## config.mk

```make
export PLATFORM = sky130hd
export DESIGN_NAME = shiftn_rx
export DESIGN_NICKNAME = d
export VERILOG_FILES = /design/src/rtl/shiftn_pkg.sv /design/src/rtl/bit_counter.sv /design/src/rtl/shiftn_rx.sv
export SDC_FILE = /design/constraint.sdc
export NUM_CORES = 1
export LEC_CHECK = 0
export CAP_MARGIN = 20
export CORE_MARGIN = 4
export CORE_UTILIZATION = 30
export CTS_CLUSTER_SIZE = 10
export DETAILED_ROUTE_END_ITERATION = 7
export PLACE_DENSITY = 0.5
export SYNTH_ARGS = -nofsm -noshare
export SYNTH_HDL_FRONTEND = slang
export SYNTH_SLANG_ARGS = --single-unit
```

## constraint.sdc

```tcl
create_clock -name Clock -period 4.6 [get_ports Clock]
set_clock_uncertainty 0.15 [all_clocks]
set_input_delay 0.92 -clock Clock [delete_from_list [all_inputs] [get_ports Clock]]
set_output_delay 0.92 -clock Clock [all_outputs]
set_load 0.02 [all_outputs]
```

## src/rtl/shiftn_pkg.sv

```systemverilog
// Shared constants and helpers for the shiftn serial transmitter/receiver family.
package shiftn_pkg;

  localparam int N_DEFAULT = 8;

  function automatic int clog2(input int v);
    int r;
    int x;
    r = 0;
    x = v - 1;
    while (x > 0) begin
      r++;
      x = x >>> 1;
    end
    return r;
  endfunction

endpackage

```

## src/rtl/bit_counter.sv

```systemverilog
// Received-bit counter: counts 0..n-1, restarts on Sync, flags the last bit of a word.
module bit_counter
  import shiftn_pkg::*;
#(
  parameter int n  = N_DEFAULT,
  parameter int CW = clog2(n)
) (
  input  logic          clk,
  input  logic          rst_n,
  input  logic          en,
  input  logic          sync,
  output logic [CW-1:0] count,
  output logic          last
);

  assign last = (count == CW'(n - 1));

  // A Sync edge that also samples a bit makes that bit number 0, so the count lands on 1.
  always_ff @(posedge clk or negedge rst_n) begin
    if (!rst_n) begin
      count <= '0;
    end else if (sync) begin
      count <= en ? CW'(1) : '0;
    end else if (en) begin
      count <= last ? '0 : count + CW'(1);
    end
  end

endmodule

```

## src/rtl/shiftn_rx.sv

```systemverilog
// LSB-first serial-to-parallel receiver with a Valid/Ack holding register and sticky overrun.
module shiftn_rx
  import shiftn_pkg::*;
#(
  parameter int n = N_DEFAULT
) (
  input  logic         Clock,
  input  logic         Resetn,
  input  logic         w,
  input  logic         En,
  input  logic         Sync,
  input  logic         Ack,
  output logic [n-1:0] Q,
  output logic         Valid,
  output logic         Overrun,
  output logic         Busy
);

  localparam int CW = clog2(n);

  logic [n-1:0]  sr;
  logic [CW-1:0] count;
  logic          last;
  logic          complete;

  bit_counter #(.n(n), .CW(CW)) u_bit_counter (
    .clk   (Clock),
    .rst_n (Resetn),
    .en    (En),
    .sync  (Sync),
    .count (count),
    .last  (last)
  );

  assign complete = En && !Sync && last;
  assign Busy     = (count != '0);

  always_ff @(posedge Clock or negedge Resetn) begin
    if (!Resetn) begin
      sr      <= '0;
      Q       <= '0;
      Valid   <= 1'b0;
      Overrun <= 1'b0;
    end else begin
      if (Sync) begin
        sr <= En ? {w, {(n-1){1'b0}}} : '0;
      end else if (En) begin
        sr <= {w, sr[n-1:1]};
      end

      if (complete) begin
        Q     <= {w, sr[n-1:1]};
        Valid <= 1'b1;
      end else if (Ack) begin
        Valid <= 1'b0;
      end

      // Newest word always wins; overrun only records that an unconsumed word was lost.
      if (Ack) begin
        Overrun <= 1'b0;
      end else if (complete && Valid) begin
        Overrun <= 1'b1;
      end
    end
  end

endmodule

```

Yosys cells after proc, flatten, opt, wreduce, memory -nomap -nowiden

Index checks and enable logic that the tools add are counted.

Add/subtract/negate cells: 1
Equal/unequal tests: 1
Multiplexer cells: 11
Reduce and logical (&&, ||, !) cells: 8

Operators with widths:

| kind                | count |
|---|---|
| $mux 8              | 3 |
| $mux 3              | 3 |
| $reduce_bool 2->1   | 3 |
| $mux 1              | 5 |
| $add 3x1->3 const B | 1 |
| $eq 3x3->1 const B  | 1 |
| $logic_and 1x1->1   | 3 |
| $reduce_bool 3->1   | 1 |
| $logic_not 1->1     | 1 |

Flip-flop bits (word level): 21
Output and inout port bits: 11
Logic and storage cells: 26

Logic depth before layout (Yosys ltp)

Depth after elaboration: 6
Mapped depth: 5
Gate-level depth less buffers: 4

By module

From an unflattened synthesis, not the netlist that was laid out.

Cell total of the unflattened synthesis: 60
Area, all modules: 849.6 sq um

Modules (own cells, without submodules):

| module      | instances | cells each | area an instance (sq um) |
|---|---|---|---|
| shiftn_rx   | 1         | 48         | 699.4 |
| bit_counter | 1         | 12         | 150.1 |

Least setup slack after synthesis

Ideal clock, no wire load.

Path type: reg2out
Start point: register u_bit_counter.count[0]
End point: output port Busy
Data arrival time: 757 ps
Path slack: 2773 ps
Stages on the path, launching flop included: 4
Path buffers: 0
Cell sequence: dfrtp_1 > inv_1 > ha_1 > nand2b_1

Cells in the longest elaborated chain, start to end: 1

RTL lines:

| what                   | RTL line          | source |
|---|---|---|
| from (decl)            | bit_counter.sv:12 | `output logic [CW-1:0] count,` |
| from (signal assigned) | bit_counter.sv:23 | `count <= en ? CW'(1) : '0;` |
| from (signal assigned) | bit_counter.sv:25 | `count <= last ? '0 : count + CW'(1);` |
| $reduce_bool 3->1      | shiftn_rx.sv:36   | `assign Busy = (count != '0);` |
| to (decl)              | shiftn_rx.sv:16   | `output logic Busy` |

No other way between the ends.

Worst setup path in the final report

Start point: input port En
End point: register Q[0]

Cells in the longest elaborated chain, start to end: 2

RTL lines:

| what                           | RTL line        | source |
|---|---|---|
| from (decl)                    | shiftn_rx.sv:10 | `input logic En,` |
| $logic_and 1x1->1 (2 in a row) | shiftn_rx.sv:35 | `assign complete = En && !Sync && last;` |
| to (signal assigned)           | shiftn_rx.sv:52 | `Q <= {w, sr[n-1:1]};` |
| to (decl)                      | shiftn_rx.sv:13 | `output logic [n-1:0] Q,` |

No other way between the ends.
A chain may end at the register's enable or synchronous reset.

==> impl_results.rst <==
.. list-table::
   :header-rows: 1

   * - Metric
     - Value
   * - Outcome
     - completed
   * - Beginning of the worst register-to-register path
     - u_bit_counter.count[0]
   * - Standard cell area after detailed placement
     - 0.001042 mm²
   * - Largest net degree at the start of global routing
     - 21
   * - Most frequent cells in the layout
     - dfrtp_1 (20), clkdlybuf4s50_1 (16), nor2_1 (8), mux2_4 (8), mux2i_1 (7)
   * - Die area
     - 0.003814 mm²
   * - Final wirelength
     - 1.421 mm
   * - Tightest Pin Transition
     - 0.8645 ns
   * - Via count of the first global-routing pass
     - roughly 490
   * - Number of cell instances on the worst register-to-register path
     - 4
   * - Number of diodes
     - 0
   * - Final non-filler cell area
     - 0.001095 mm²
   * - TritonCTS clock tree
     - built
   * - Synthesis-to-layout area growth
     - 26.26%
   * - Detailed router's first-iteration violation count
     - 1
   * - Path type of the worst setup path
     - in -> reg
   * - Time the final worst path needs with I/O delays and setup
     - 2.797 ns
   * - Sum of net half-perimeters after detailed placement
     - 964.4 µm
   * - Fraction of layout instances using a drive strength above 1
     - roughly 15%
   * - Number of hold buffers added after CTS
     - 0
   * - Drc violations
     - 0
   * - Combined area of the multi-input logic cells
     - roughly 330 µm²
   * - Nets
     - 90
   * - Critical path arrival
     - 2.84 ns
   * - Mean area per synthesized cell
     - 13.76 µm²
   * - Share of the synthesized area in the top cell type
     - between 50% and 60%
   * - Final count of hold timing violations
     - 0
   * - Max-slew headroom
     - 42.19%
   * - Largest area contributor in the synthesized netlist
     - dfrtp_1
   * - Total power draw
     - 0.3558 mW
   * - Aggregate global routing overflow
     - 0
   * - Power per standard cell area
     - ~330 mW/mm²
   * - Highest-delay cell along the critical path
     - clkdlybuf4s50_1
   * - Maximum Capacitance Violations
     - 0
   * - Achievable frequency
     - around 360 MHz
   * - Placer's final routability congestion estimate
     - 0.6824
   * - Non-filler cells, final
     - 111
   * - Synthesized instance count
     - 63
   * - Register clock-pin slew on the reported worst setup and hold paths
     - 0.12 ns
   * - Initial antenna violation count
     - 0
   * - Area taken by flip-flops and latches
     - ~500 µm²
   * - Family with the most delay on the worst path
     - buffers and inverters
   * - Sinks on the clock net
     - 20
   * - Fill cell instance count of the final layout
     - 282
   * - Instance count after placement with tap cells included
     - 107
   * - Die extent in y
     - about 62 µm
   * - Setup violations, final
     - 0
   * - Static leakage power
     - between 0.5 and 0.6 nW
   * - Leading post-synthesis cells by cell area
     - dfrtp_1 (58%), mux2_4 (14%), mux2i_1 (8.1%)
   * - Worst hold path depth
     - 1
   * - Leading cell type in the layout, fill and taps excluded
     - dfrtp_1
   * - Min Hold Slack
     - ~0.37 ns
   * - Critical path data required time
     - 4.64 ns
   * - Width of the chip
     - 61.76 µm
   * - Count of final max-slew check failures
     - 0
   * - Critical path launch point type
     - primary input
   * - Core footprint
     - 0.002758 mm²
   * - Worst setup EP type
     - flop
   * - Hold Crit Endpoint
     - Q[4]
   * - Buffers plus inverters on the worst setup path
     - 1
   * - Setup repair after global routing missed its margin
     - false
   * - Cell Chain, Critical Path
     - clkdlybuf4s50_1 > nand3b_1 > mux2_4
   * - Delay of the slowest cell on the worst path
     - 0.84 ns
   * - Antenna-violating nets left
     - 0
   * - Boundary pin count
     - 17
   * - # H-tree levels
     - 1
   * - Iteration count of the initial detailed-routing pass
     - 2
   * - Avg Vias per Cell
     - 4.468
   * - Final TNS setup
     - 0 ns
   * - Number of buffers inserted by port buffering
     - 16
   * - Buffer count from post-CTS setup fixing
     - 0
   * - Post-synthesis cell type count
     - 16
   * - Worst reg-to-reg setup slack
     - roughly 2.7 ns
   * - First-pass GRT wire length
     - 2.352 mm
   * - Peak supply drop
     - about 210 µV
   * - Bufs on Longest Clock Path
     - 2
   * - Global routing usage summed across all routing layers
     - under 10%
   * - Critical Path Fanout Max
     - 13
   * - Routed wire length per instance
     - 12.80 µm
   * - Synthesis warning total
     - 0
   * - Total CTS buffers
     - 3
   * - Kind of path behind the tightest hold check
     - reg -> reg
   * - Total standard cell area after synthesis
     - 867.1 µm²
   * - Fin crit share
     - 60.81%
   * - Post-synthesis sequential area ratio
     - 57.72%
   * - Register bit count reported by yosys
     - 20
   * - Worst skew pair latency
     - 0.31 ns
   * - Cell at the root of the clock tree
     - clkbuf_4
   * - Syn nets
     - 72
   * - Total number of vias
     - 496
   * - Total number of placement rows
     - 19
   * - # resized after CTS
     - 0
   * - Hold_sp
     - Q[4]
   * - Initial cell density of the core
     - 31.44%
   * - Endpoint of the worst register-to-register path
     - Q[0]
[where the power goes]
part	switching, mW	internal [mW]
Combinational	0.0141	0.0138
Sequential	0.00319	0.180
Clock	0.0570	0.0881
Total	0.0743	0.282
[flip-flops by register name, indices dropped and copies added, names as in the netlist]
signal / cells
Q: 8
sr: 7
Valid: 1
Overrun: 1
u_bit_counter.count: 3
[cell type report]
cell class                 instances  area share (%)
timing repair buffer              16           14.63
tap                               31           3.543
inverter                           3           1.029
sequential                        20           45.71
clock buffer                       3           2.057
multi-input combinational         37           30.29
clock inverter                     1           2.743
[Yosys cell counts]
cell,count
dfrtp_1,20
mux2_4,8
nor2_1,8
mux2i_1,7
ha_1,3
inv_1,3
nand2b_1,3
a22o_1,2
nand3b_1,2
a21oi_1,1
buf_2,1
buf_4,1
buf_6,1
nand2_1,1
o21bai_1,1
o22ai_1,1
[kinds of logic after synthesis]
kind of cell               Yosys count  share of synthesized area [%]
muxes                               15                          21.93
and+or+nand+nor                     14                          7.792
adders and majority gates            3                          4.329
buffers and inverters                6                          4.040
AOI/OAI and AO/OA                    5                          4.185
DFF                                 20                          57.72
[worst max-delay path by stage]
stage	slack, ns	cells past startpoint	startpoint	to
after CTS	1.78	3	En	Q[0]
after detailed placement	1.44	3	En	Q[1]
after floorplan	2.77	3	u_bit_counter.count[0]	Busy
final	1.80	3	En	Q[0]
after global routing	1.65	3	En	Q[7]
after global placement	1.48	3	En	Q[0]
[layer usage]
layer  vias to the layer above  wire, µm  track usage [%]
met2                        13       598            12.86
li1                        247         -                -
met4                         0        17            4.545
met1                       234       720            11.64
met3                         2        85            3.926
met5                         -         0                0
[metrics by stage]
stage	util (%)	worst slack [ns]
4_1_cts	39.70	1.779
6_report	39.70	1.803
3_5_place_dp	37.79	1.444
3_3_place_gp	37.79	1.478
2_1_floorplan	-	2.773
5_1_grt	39.70	1.649
(Power assumes the default switching activity.)
